$ cat config.mk
export PLATFORM = sky130hd
export DESIGN_NAME = huff_rle_encoder
export DESIGN_NICKNAME = d
export VERILOG_FILES = /design/src/rtl/huff_rle_encoder.sv
export SDC_FILE = /design/constraint.sdc
export NUM_CORES = 1
export LEC_CHECK = 0
export CAP_MARGIN = 15
export CORE_ASPECT_RATIO = 1.75
export CORE_MARGIN = 2
export CORE_UTILIZATION = 52
export DETAILED_ROUTE_END_ITERATION = 16
export PLACE_DENSITY = 0.81
export SYNTH_ARGS = -nofsm -noshare
export SYNTH_HDL_FRONTEND = slang
export SYNTH_SLANG_ARGS = --single-unit
$ cat constraint.sdc
create_clock -name clk -period 7.05 [get_ports clk]
set_input_delay 1.41 -clock clk [delete_from_list [all_inputs] [get_ports clk]]
set_output_delay 1.41 -clock clk [all_outputs]
set_load 0.02 [all_outputs]
$ cat src/rtl/huff_rle_encoder.sv
// huff_rle_encoder: JPEG-style DC prediction plus AC zero-run/size/amplitude
// symbol generation. One registered symbol slot; ZRL and EOB symbols stall the
// coefficient input while they drain.
module huff_rle_encoder #(
    parameter int COEFF_W = 11,
    parameter int NUM_CH  = 3,
    localparam int CH_W   = (NUM_CH > 1) ? $clog2(NUM_CH) : 1
) (
    input  logic               clk,
    input  logic               rst,
    input  logic               coef_valid,
    output logic               coef_ready,
    input  logic [COEFF_W-1:0] coef_data,
    input  logic [CH_W-1:0]    coef_ch,
    input  logic               coef_first,
    input  logic               dc_clear,
    output logic               sym_valid,
    input  logic               sym_ready,
    output logic [3:0]         sym_run,
    output logic [3:0]         sym_size,
    output logic [COEFF_W:0]   sym_amp,
    output logic               sym_is_dc,
    output logic               sym_last,
    output logic [CH_W-1:0]    sym_ch,
    output logic               proto_err
);

    localparam int DW = COEFF_W + 1;

    localparam logic [1:0] S_ACCEPT = 2'd0;
    localparam logic [1:0] S_ZRL    = 2'd1;
    localparam logic [1:0] S_EOB    = 2'd2;

    typedef struct packed {
        logic [3:0]      run;
        logic [3:0]      size;
        logic [DW-1:0]   amp;
        logic            is_dc;
        logic            last;
        logic [CH_W-1:0] ch;
    } sym_t;

    logic [1:0]         state;
    logic               ready_en;
    logic               started;
    logic [5:0]         idx;
    logic [5:0]         zcnt;
    logic [1:0]         zrl_left;
    logic [CH_W-1:0]    ch_r;
    logic [COEFF_W-1:0] pred [2**CH_W];
    sym_t               sym_q, pend_q;
    logic               sym_valid_q, proto_err_q;

    logic               acc, take;
    logic [5:0]         eff_idx;
    logic [COEFF_W-1:0] pred_sel;
    logic [DW-1:0]      val, mag, amp_raw, mask;
    logic [3:0]         val_size;
    sym_t               dc_sym, ac_sym, zrl_sym, eob_sym;

    assign coef_ready = ready_en && (state == S_ACCEPT) && !(sym_valid_q && !sym_ready);

    assign sym_valid = sym_valid_q;
    assign sym_run   = sym_q.run;
    assign sym_size  = sym_q.size;
    assign sym_amp   = sym_q.amp;
    assign sym_is_dc = sym_q.is_dc;
    assign sym_last  = sym_q.last;
    assign sym_ch    = sym_q.ch;
    assign proto_err = proto_err_q;

    // Beat decode: DC difference or AC value, then category and amplitude bits.
    always_comb begin
        acc      = coef_valid && coef_ready;
        take     = acc && (started || coef_first);
        eff_idx  = coef_first ? 6'd0 : idx;
        pred_sel = dc_clear ? '0 : pred[coef_ch];
        if (eff_idx == 6'd0)
            val = {coef_data[COEFF_W-1], coef_data} - {pred_sel[COEFF_W-1], pred_sel};
        else
            val = {coef_data[COEFF_W-1], coef_data};
        mag = val[DW-1] ? (~val + DW'(1)) : val;
        val_size = 4'd0;
        for (int i = 0; i < DW; i++)
            if (mag[i]) val_size = 4'(i + 1);
        amp_raw = val[DW-1] ? (val - DW'(1)) : val;
        mask    = (DW'(1) << val_size) - DW'(1);

        dc_sym       = '0;
        dc_sym.size  = val_size;
        dc_sym.amp   = amp_raw & mask;
        dc_sym.is_dc = 1'b1;
        dc_sym.ch    = coef_ch;

        ac_sym       = '0;
        ac_sym.run   = zcnt[3:0];
        ac_sym.size  = val_size;
        ac_sym.amp   = amp_raw & mask;
        ac_sym.last  = (eff_idx == 6'd63);
        ac_sym.ch    = ch_r;

        zrl_sym      = '0;
        zrl_sym.run  = 4'd15;
        zrl_sym.ch   = ch_r;

        eob_sym      = '0;
        eob_sym.last = 1'b1;
        eob_sym.ch   = ch_r;
    end

    // DC predictors; a clear wins over the update from a DC beat in the same cycle.
    always_ff @(posedge clk or negedge rst) begin
        if (!rst) begin
            for (int i = 0; i < 2**CH_W; i++) pred[i] <= '0;
        end else if (dc_clear) begin
            for (int i = 0; i < 2**CH_W; i++) pred[i] <= '0;
        end else if (take && eff_idx == 6'd0) begin
            pred[coef_ch] <= coef_data;
        end
    end

    // Beat sequencing, zero-run counting and the registered symbol slot.
    always_ff @(posedge clk or negedge rst) begin
        if (!rst) begin
            state       <= S_ACCEPT;
            ready_en    <= 1'b0;
            started     <= 1'b0;
            idx         <= '0;
            zcnt        <= '0;
            zrl_left    <= '0;
            ch_r        <= '0;
            sym_q       <= '0;
            pend_q      <= '0;
            sym_valid_q <= 1'b0;
            proto_err_q <= 1'b0;
        end else begin
            ready_en <= 1'b1;
            if (sym_valid_q && sym_ready) sym_valid_q <= 1'b0;
            case (state)
                S_ACCEPT: if (acc) begin
                    if (!take) begin
                        // stream did not open with a DC beat: flag and drop it
                        proto_err_q <= 1'b1;
                    end else begin
                        started <= 1'b1;
                        idx     <= eff_idx + 6'd1;
                        // restart mid-block: pending zeros are discarded via zcnt clear
                        if (coef_first && idx != 6'd0) proto_err_q <= 1'b1;
                        if (eff_idx == 6'd0) begin
                            ch_r        <= coef_ch;
                            zcnt        <= '0;
                            sym_q       <= dc_sym;
                            sym_valid_q <= 1'b1;
                        end else if (coef_data == '0) begin
                            if (eff_idx == 6'd63) begin
                                zcnt        <= '0;
                                sym_q       <= eob_sym;
                                sym_valid_q <= 1'b1;
                                state       <= S_EOB;
                            end else begin
                                zcnt <= zcnt + 6'd1;
                            end
                        end else begin
                            zcnt        <= '0;
                            sym_valid_q <= 1'b1;
                            if (zcnt >= 6'd16) begin
                                sym_q    <= zrl_sym;
                                pend_q   <= ac_sym;
                                zrl_left <= zcnt[5:4] - 2'd1;
                                state    <= S_ZRL;
                            end else begin
                                sym_q <= ac_sym;
                            end
                        end
                    end
                end
                S_ZRL: if (sym_ready) begin
                    // slot holds a ZRL; repeat it or swap in the parked coefficient
                    sym_valid_q <= 1'b1;
                    if (zrl_left != 2'd0) begin
                        zrl_left <= zrl_left - 2'd1;
                    end else begin
                        sym_q <= pend_q;
                        state <= S_ACCEPT;
                    end
                end
                S_EOB: if (sym_ready) state <= S_ACCEPT;
                default: state <= S_ACCEPT;
            endcase
        end
    end

endmodule

==> results.cfg, run 1 <==
[route]
drt_first_pass_iters = 5
vias_per_cell = 5.956
drtIter0Drc = 430
vias = 6188
ant_nets = 0
avgRoutedWirePerCell_um = 17.38
finalWirelength_mm = 18.05
drc = 0

[setup_path]
crit_buf_inv = 4
slowest_stage = clkdlybuf4s50_1
crit_family = compound AO/OA/AOI/OAI gates
cp.required_ns = 7.37
endpoint_kind = flip-flop
r2r_end = sym_amp[6]
rr_startpoint = pred[22]
path_depth = 22
cp-startpoint = coef_ch[0]
crit_top_cell = o21ai_0
reg2reg_slack_ns = 1.88
endpoint = sym_amp[6]
cp-start-kind = primary input
worst_ep_arrival_time_ns = 6.73
reg2regPathDepth = 21
cpPeakStageDelay_ns = 0.55
worstPathCellList = clkdlybuf4s50_1 > buf_4 > mux4_2 > nand2b_1 > ha_1 > o21ai_0 > nor2_1 > and3_1 > a41o_1 > buf_4 > o2bb2ai_1 > a22oi_1 > o22ai_1 > a211o_1 > o21ai_0 > nand2_1 > ha_1 > inv_1 > nor2_1 > a32oi_1 > o21ai_0 > o21ai_0
critPathKind = primary input to flip-flop
critPathMaxFanout = 13

[clock_network]
insertion_delay_ns = 0.41
clkTransAtPathRegs_ns = 0.05
post_cts_buffers = 0
cts_root_buf = clkbuf_16
numCtsBuffers = 17
tritoncts = done
clock_path_buffers = 2
cts_sinks = 113
h-tree-depth = 4
cts_hold_buf = 0
cts_resized = 0

[sta]
min_period_over_period_pct = 90.95
whs_ns = 0.4619
max_freq_mhz = 156.0
clock_skew_ns = 0.008277
setup_violations = 0
maxSlewViolCount = 0
slew_headroom_pct = 32.09
hold_viol_final = 0
min_period_ns = 6.412
finalSetupTns_ns = 0
tightest_slew_ns = 1.004
setup_ws_ns = 0.6378
rsz0062_at_grt = no

[yosys]
synth-edff-count = 0
synth_fp_nets = 838
syn_avg_cell_area_um2 = 8.810
synth_ff_type = dfrtp_1
async_flop_share_pct = 100.0
synth.distinct_cells = 82
synth_largest_area_cell = dfrtp_1
synth-seq-cells = 113
syn_area_mm2 = 0.007048
synth_top_cell_area_share_pct = 40.12
yosysWarnings = 0
synthCells = 800
yosys-top-cells-area = dfrtp_1, nand2_1, a21oi_1
synth_seq_area_share_pct = 40.12

[floorplanning]
io_pins = 46
die_width_um = 92.01
die_h_um = 158.0
start_util_pct = 52.94
core_area_mm2 = 0.01331
row_count = 56
die_area_mm2 = 0.01454

[final_layout]
utilization_pct = 62.96
area_growth_pct = 18.92
stdcell_count = 1039
layout-drive-gt1-share_pct = 12.60
fin_nets = 890
diodes = 0
final_area_mm2 = 0.008382

[global_route]
grt_pass1_wl_mm = 30.37
grt_pass1_vias = 6247
globalRoute.totalOverflow = 0
track_usage_pct = 26.25
grt_max_degree = 60
antenna_found_initial = 0

[placed_design]
gp_congestion = 0.9477
pre_cts_slack_ns = 0.3545
place_area_mm2 = 0.007769
dp.cells = 1007
io_buffer_count = 45
dp_hpwl_mm = 12.95

[flow_run]
maxCapViolations = 0

[pwr]
leakage_nw = 3.503
irDropWorstVdd_uv = 172.4
p_per_area_mw_per_mm2 = 313.4
p_total_mw = 2.627

[run_status]
status = finished, final reports clean

[min_path]
hold_path_class = flip-flop to flip-flop
==> per-layer routing <==
layer	vias to the layer above	track usage (%)	share of wire [%]
li1	2990	-	-
met1	3007	28.06	37
met2	147	50.00	56
met3	44	3.617	2.4
met4	0	12.86	4.1
met5	-	0	0
==> worst min path at each step <==
stage          slack (ns)          end   startpoint  depth (start not counted)
6_report             0.46  sym_amp[11]  sym_amp[11]                          2
5_1_grt              0.51  sym_amp[11]  sym_amp[11]                          2
4_1_cts              0.47  sym_amp[11]  sym_amp[11]                          2
3_5_place_dp         0.45      started      started                          1
3_3_place_gp         0.45      started      started                          1
2_1_floorplan        0.44      started      started                          1
==> registers in the layout, summed over array words and instances, names as in the netlist, 2 cells and up <==
signal	count
ch_r	2
idx	6
pend_q	23
pred	44
state	2
sym_amp	12
sym_ch	2
sym_run	4
sym_size	4
zcnt	6
zrl_left	2
==> where the power goes <==
| part | internal (mW) | switching [mW] | total (mW) |
|---|---|---|---|
| Clock | 0.573 | 0.315 | 0.888 |
| Sequential | 0.738 | 0.0563 | 0.794 |
| Combinational | 0.390 | 0.554 | 0.944 |
| Total | 1.70 | 0.925 | 2.63 |
==> placed cells by master (no fill, tap or decap), drive strengths merged, types with 15 or more instances in the layout <==
cell           netlist  layout
nor2                65      65
nor3                17      17
mux2i               17      17
clkbuf              31      19
inv                 16      17
nand3               16      16
ha                  18      18
a21oi               73      73
dfrtp              113     113
o21ai               51      51
nand2              153     153
buf                 13      33
xnor2               19      19
nand2b              15      15
clkdlybuf4s50        0      44
==> cell usage after synthesis, types with 5 or more instances <==
library cell,n
mux4_2,11
mux2_2,11
a21oi_1,73
o21ai_0,43
o211ai_1,6
mux2i_1,17
or3_1,7
a221oi_1,7
o21ai_1,7
buf_2,6
nor2b_1,5
dfrtp_1,113
nand2b_1,15
and3_1,10
nand4_1,5
ha_1,18
o31ai_1,7
nor3b_1,5
nor2_1,65
nand2_1,153
clkbuf_1,31
xnor2_1,18
o21a_1,6
a211oi_1,9
a31oi_1,11
and2_1,5
nor3_1,15
nand3_1,16
inv_1,16
==> layout make-up <==
| cell class | count | area (µm²) |
|---|---|---|
| fill | 1153 | 4931 |
| multi-input combinational | 627 | 3975 |
| tap | 174 | 217.7 |
| clock buffer | 19 | 452.9 |
| clock inverter | 13 | 160.2 |
| sequential | 113 | 2828 |
| inverter | 16 | 60.06 |
| timing repair buffer | 77 | 688.2 |
==> worst min-delay path: cells and delay by family, from the launching register on <==
kind	cells	cell delay (ns)
flip-flops	1	0.34
AND/OR/NAND/NOR	2	0.10
==> cell families after synthesis <==
family / share of synthesized area (%)
DFF: 40.12
and+or+nand+nor: 21.73
AOI/OAI and AO/OA: 20.65
muxes: 7.687
other: 0.05321
adders and majority gates: 3.480
xor gates and xnor gates: 2.716
buffers and inverters: 3.568
Note: power is estimated with default switching activity, not from simulation.
==> run 2, diff against run 1 <==
--- a/config.mk
+++ b/config.mk
@@ -9,8 +9,9 @@
 export CORE_ASPECT_RATIO = 1.75
 export CORE_MARGIN = 2
 export CORE_UTILIZATION = 52
+export CTS_CLUSTER_DIAMETER = 60
 export DETAILED_ROUTE_END_ITERATION = 16
-export PLACE_DENSITY = 0.81
+export PLACE_DENSITY_LB_ADDON = 0.05
 export SYNTH_ARGS = -nofsm -noshare
 export SYNTH_HDL_FRONTEND = slang
 export SYNTH_SLANG_ARGS = --single-unit
==> run 2 against run 1 <==
- power up 1.5%
- sequential power about the same
- combinational power up 2.2%
- cell area up 0.43%
- clock-buffer cell count down 2
- via count up 0.73%
- final cell count up 0.29%
- maximum frequency down 0.38%
- critical path depth unchanged
- core utilization up 0.27 points
- hold slack better by 0.0063 ns
- critical path type unchanged
- critical endpoint is now pend_q[10]
- largest cell class unchanged
==> results.cfg, run 2 (same netlist as run 1, synthesis figures left out) <==
[clock_network]
post_cts_buffers = 0
insertion_delay_ns = 0.42
clkTransAtPathRegs_ns = 0.06
clock_path_buffers = 2
cts_root_buf = clkbuf_16
cts_resized = 0
cts_sinks = 113
tritoncts = done
numCtsBuffers = 17
h-tree-depth = 4
cts_hold_buf = 0

[setup_path]
crit_family = compound AO/OA/AOI/OAI gates
worst_ep_arrival_time_ns = 6.76
slowest_stage = mux4_2
worstPathCellList = clkdlybuf4s50_1 > buf_4 > mux4_2 > nand2b_1 > ha_1 > a21oi_1 > nand2_1 > or2_2 > a41o_1 > or3_1 > a22o_1 > a221oi_1 > o21ai_1 > buf_4 > o21ai_0 > nand2_1 > ha_1 > inv_1 > nor2_1 > a32oi_1 > o21ai_0 > o21ai_0
cp.required_ns = 7.37
reg2regPathDepth = 22
endpoint_kind = flip-flop
cp-start-kind = primary input
crit_top_cell = o21ai_0
cpPeakStageDelay_ns = 0.56
critPathMaxFanout = 18
path_depth = 22
crit_buf_inv = 4
critPathKind = primary input to flip-flop

[run_status]
status = finished, final reports clean

[floorplanning]
core_area_mm2 = 0.01331
start_util_pct = 52.94
die_area_mm2 = 0.01454
io_pins = 46
die_h_um = 158.0
row_count = 56
die_width_um = 92.01

[placed_design]
dp.cells = 1010
gp_congestion = 0.9501
dp_hpwl_mm = 14.12
pre_cts_slack_ns = 0.2358
io_buffer_count = 45

[route]
drt_first_pass_iters = 4
vias = 6233
finalWirelength_mm = 18.92
vias_per_cell = 5.982
ant_nets = 0
drtIter0Drc = 266
drc = 0
avgRoutedWirePerCell_um = 18.15

[sta]
min_period_ns = 6.436
hold_viol_final = 0
tightest_slew_ns = 0.8757
finalSetupTns_ns = 0
clock_skew_ns = 0.01363
maxSlewViolCount = 0
max_freq_mhz = 155.4
setup_violations = 0
min_period_over_period_pct = 91.30
slew_headroom_pct = 41.41
rsz0062_at_grt = no
setup_ws_ns = 0.6136

[final_layout]
largest_reg_flops = 44
layout_commonest_cell = nand2_1
fin_nets = 893
diodes = 0
stdcell_count = 1042
area_growth_pct = 19.44
layout-drive-gt1-share_pct = 12.79
top_register = pred
final_cell_mix = nand2_1, dfrtp_1, a21oi_1, nor2_1, clkdlybuf4s50_1

[pwr]
power_frac_clock_pct = 34.1
leakage_nw = 3.537
p_sw_share_pct = 36.19
pwr-share-seq_pct = 29.7
irDropWorstVdd_uv = 209.8
combPwrFrac_pct = 36.2
p_per_area_mw_per_mm2 = 316.6
p_int_mw = 1.701
switchingPower_uw = 964.6

[flow_run]
maxCapViolations = 0

[global_route]
grt_max_degree = 64
grt_pass1_vias = 6284
grt_pass1_wl_mm = 31.63
globalRoute.totalOverflow = 0
antenna_found_initial = 0
track_usage_pct = 27.79

[min_path]
whs_path_depth = 2
hold_path_class = flip-flop to flip-flop
run 2: routing by layer:
layer / vias up / wire (µm) / GRT usage [%]
met4: 0 / 1136 / 18.05
met2: 144 / 10230 / 50.88
met3: 66 / 489 / 3.427
met1: 3021 / 7055 / 29.85
li1: 3002 / - / -
met5: - / 0 / 0
run 2: final timing paths:
check                       startpoint     endpoint  slack [ns]
max                         coef_ch[0]   pend_q[10]        0.61
min                        sym_amp[11]  sym_amp[11]        0.47
min reg2reg                sym_amp[11]  sym_amp[11]        0.47
max in group asynchronous          rst     pred[26]        4.81
max reg2reg                    pred[0]   pend_q[10]        1.90
min in group asynchronous          rst   sym_run[2]        1.00
run 2: cell type report:
class	count	area [µm²]
multi-input combinational	627	3971
clock inverter	15	192.7
tap	174	217.7
timing repair buffer	80	723.2
fill	1152	4895
inverter	16	60.06
clock buffer	17	425.4
sequential	113	2828
run 2: tightest hold or removal path: cells and delay by family, from the launching register on:
family | cells | cell delay (ns)
DFF | 1 | 0.34
and+or+nand+nor | 2 | 0.10
run 2: power groups by stage:
stage / clock network (mW) / logic [mW] / registers (mW)
floorplan: 0 / 0.549 / 0.866
global placement: 0 / 0.950 / 0.799
detailed placement: 0 / 0.961 / 0.803
CTS: 0.922 / 0.967 / 0.791
global route: 0.953 / 1.06 / 0.801
finish: 0.909 / 0.965 / 0.791
run 2: stage by stage:
stage	utilization [%]	hold slack, ns	area (µm²)	total power, mW
after floorplan	-	0.4357	7048	1.415
after CTS	63.23	0.4764	8418	2.681
final	63.23	0.4683	8418	2.665
after global routing	63.23	0.4914	8418	2.816
after detailed placement	58.59	0.4635	7800	1.764
after global placement	58.59	0.4507	7800	1.750
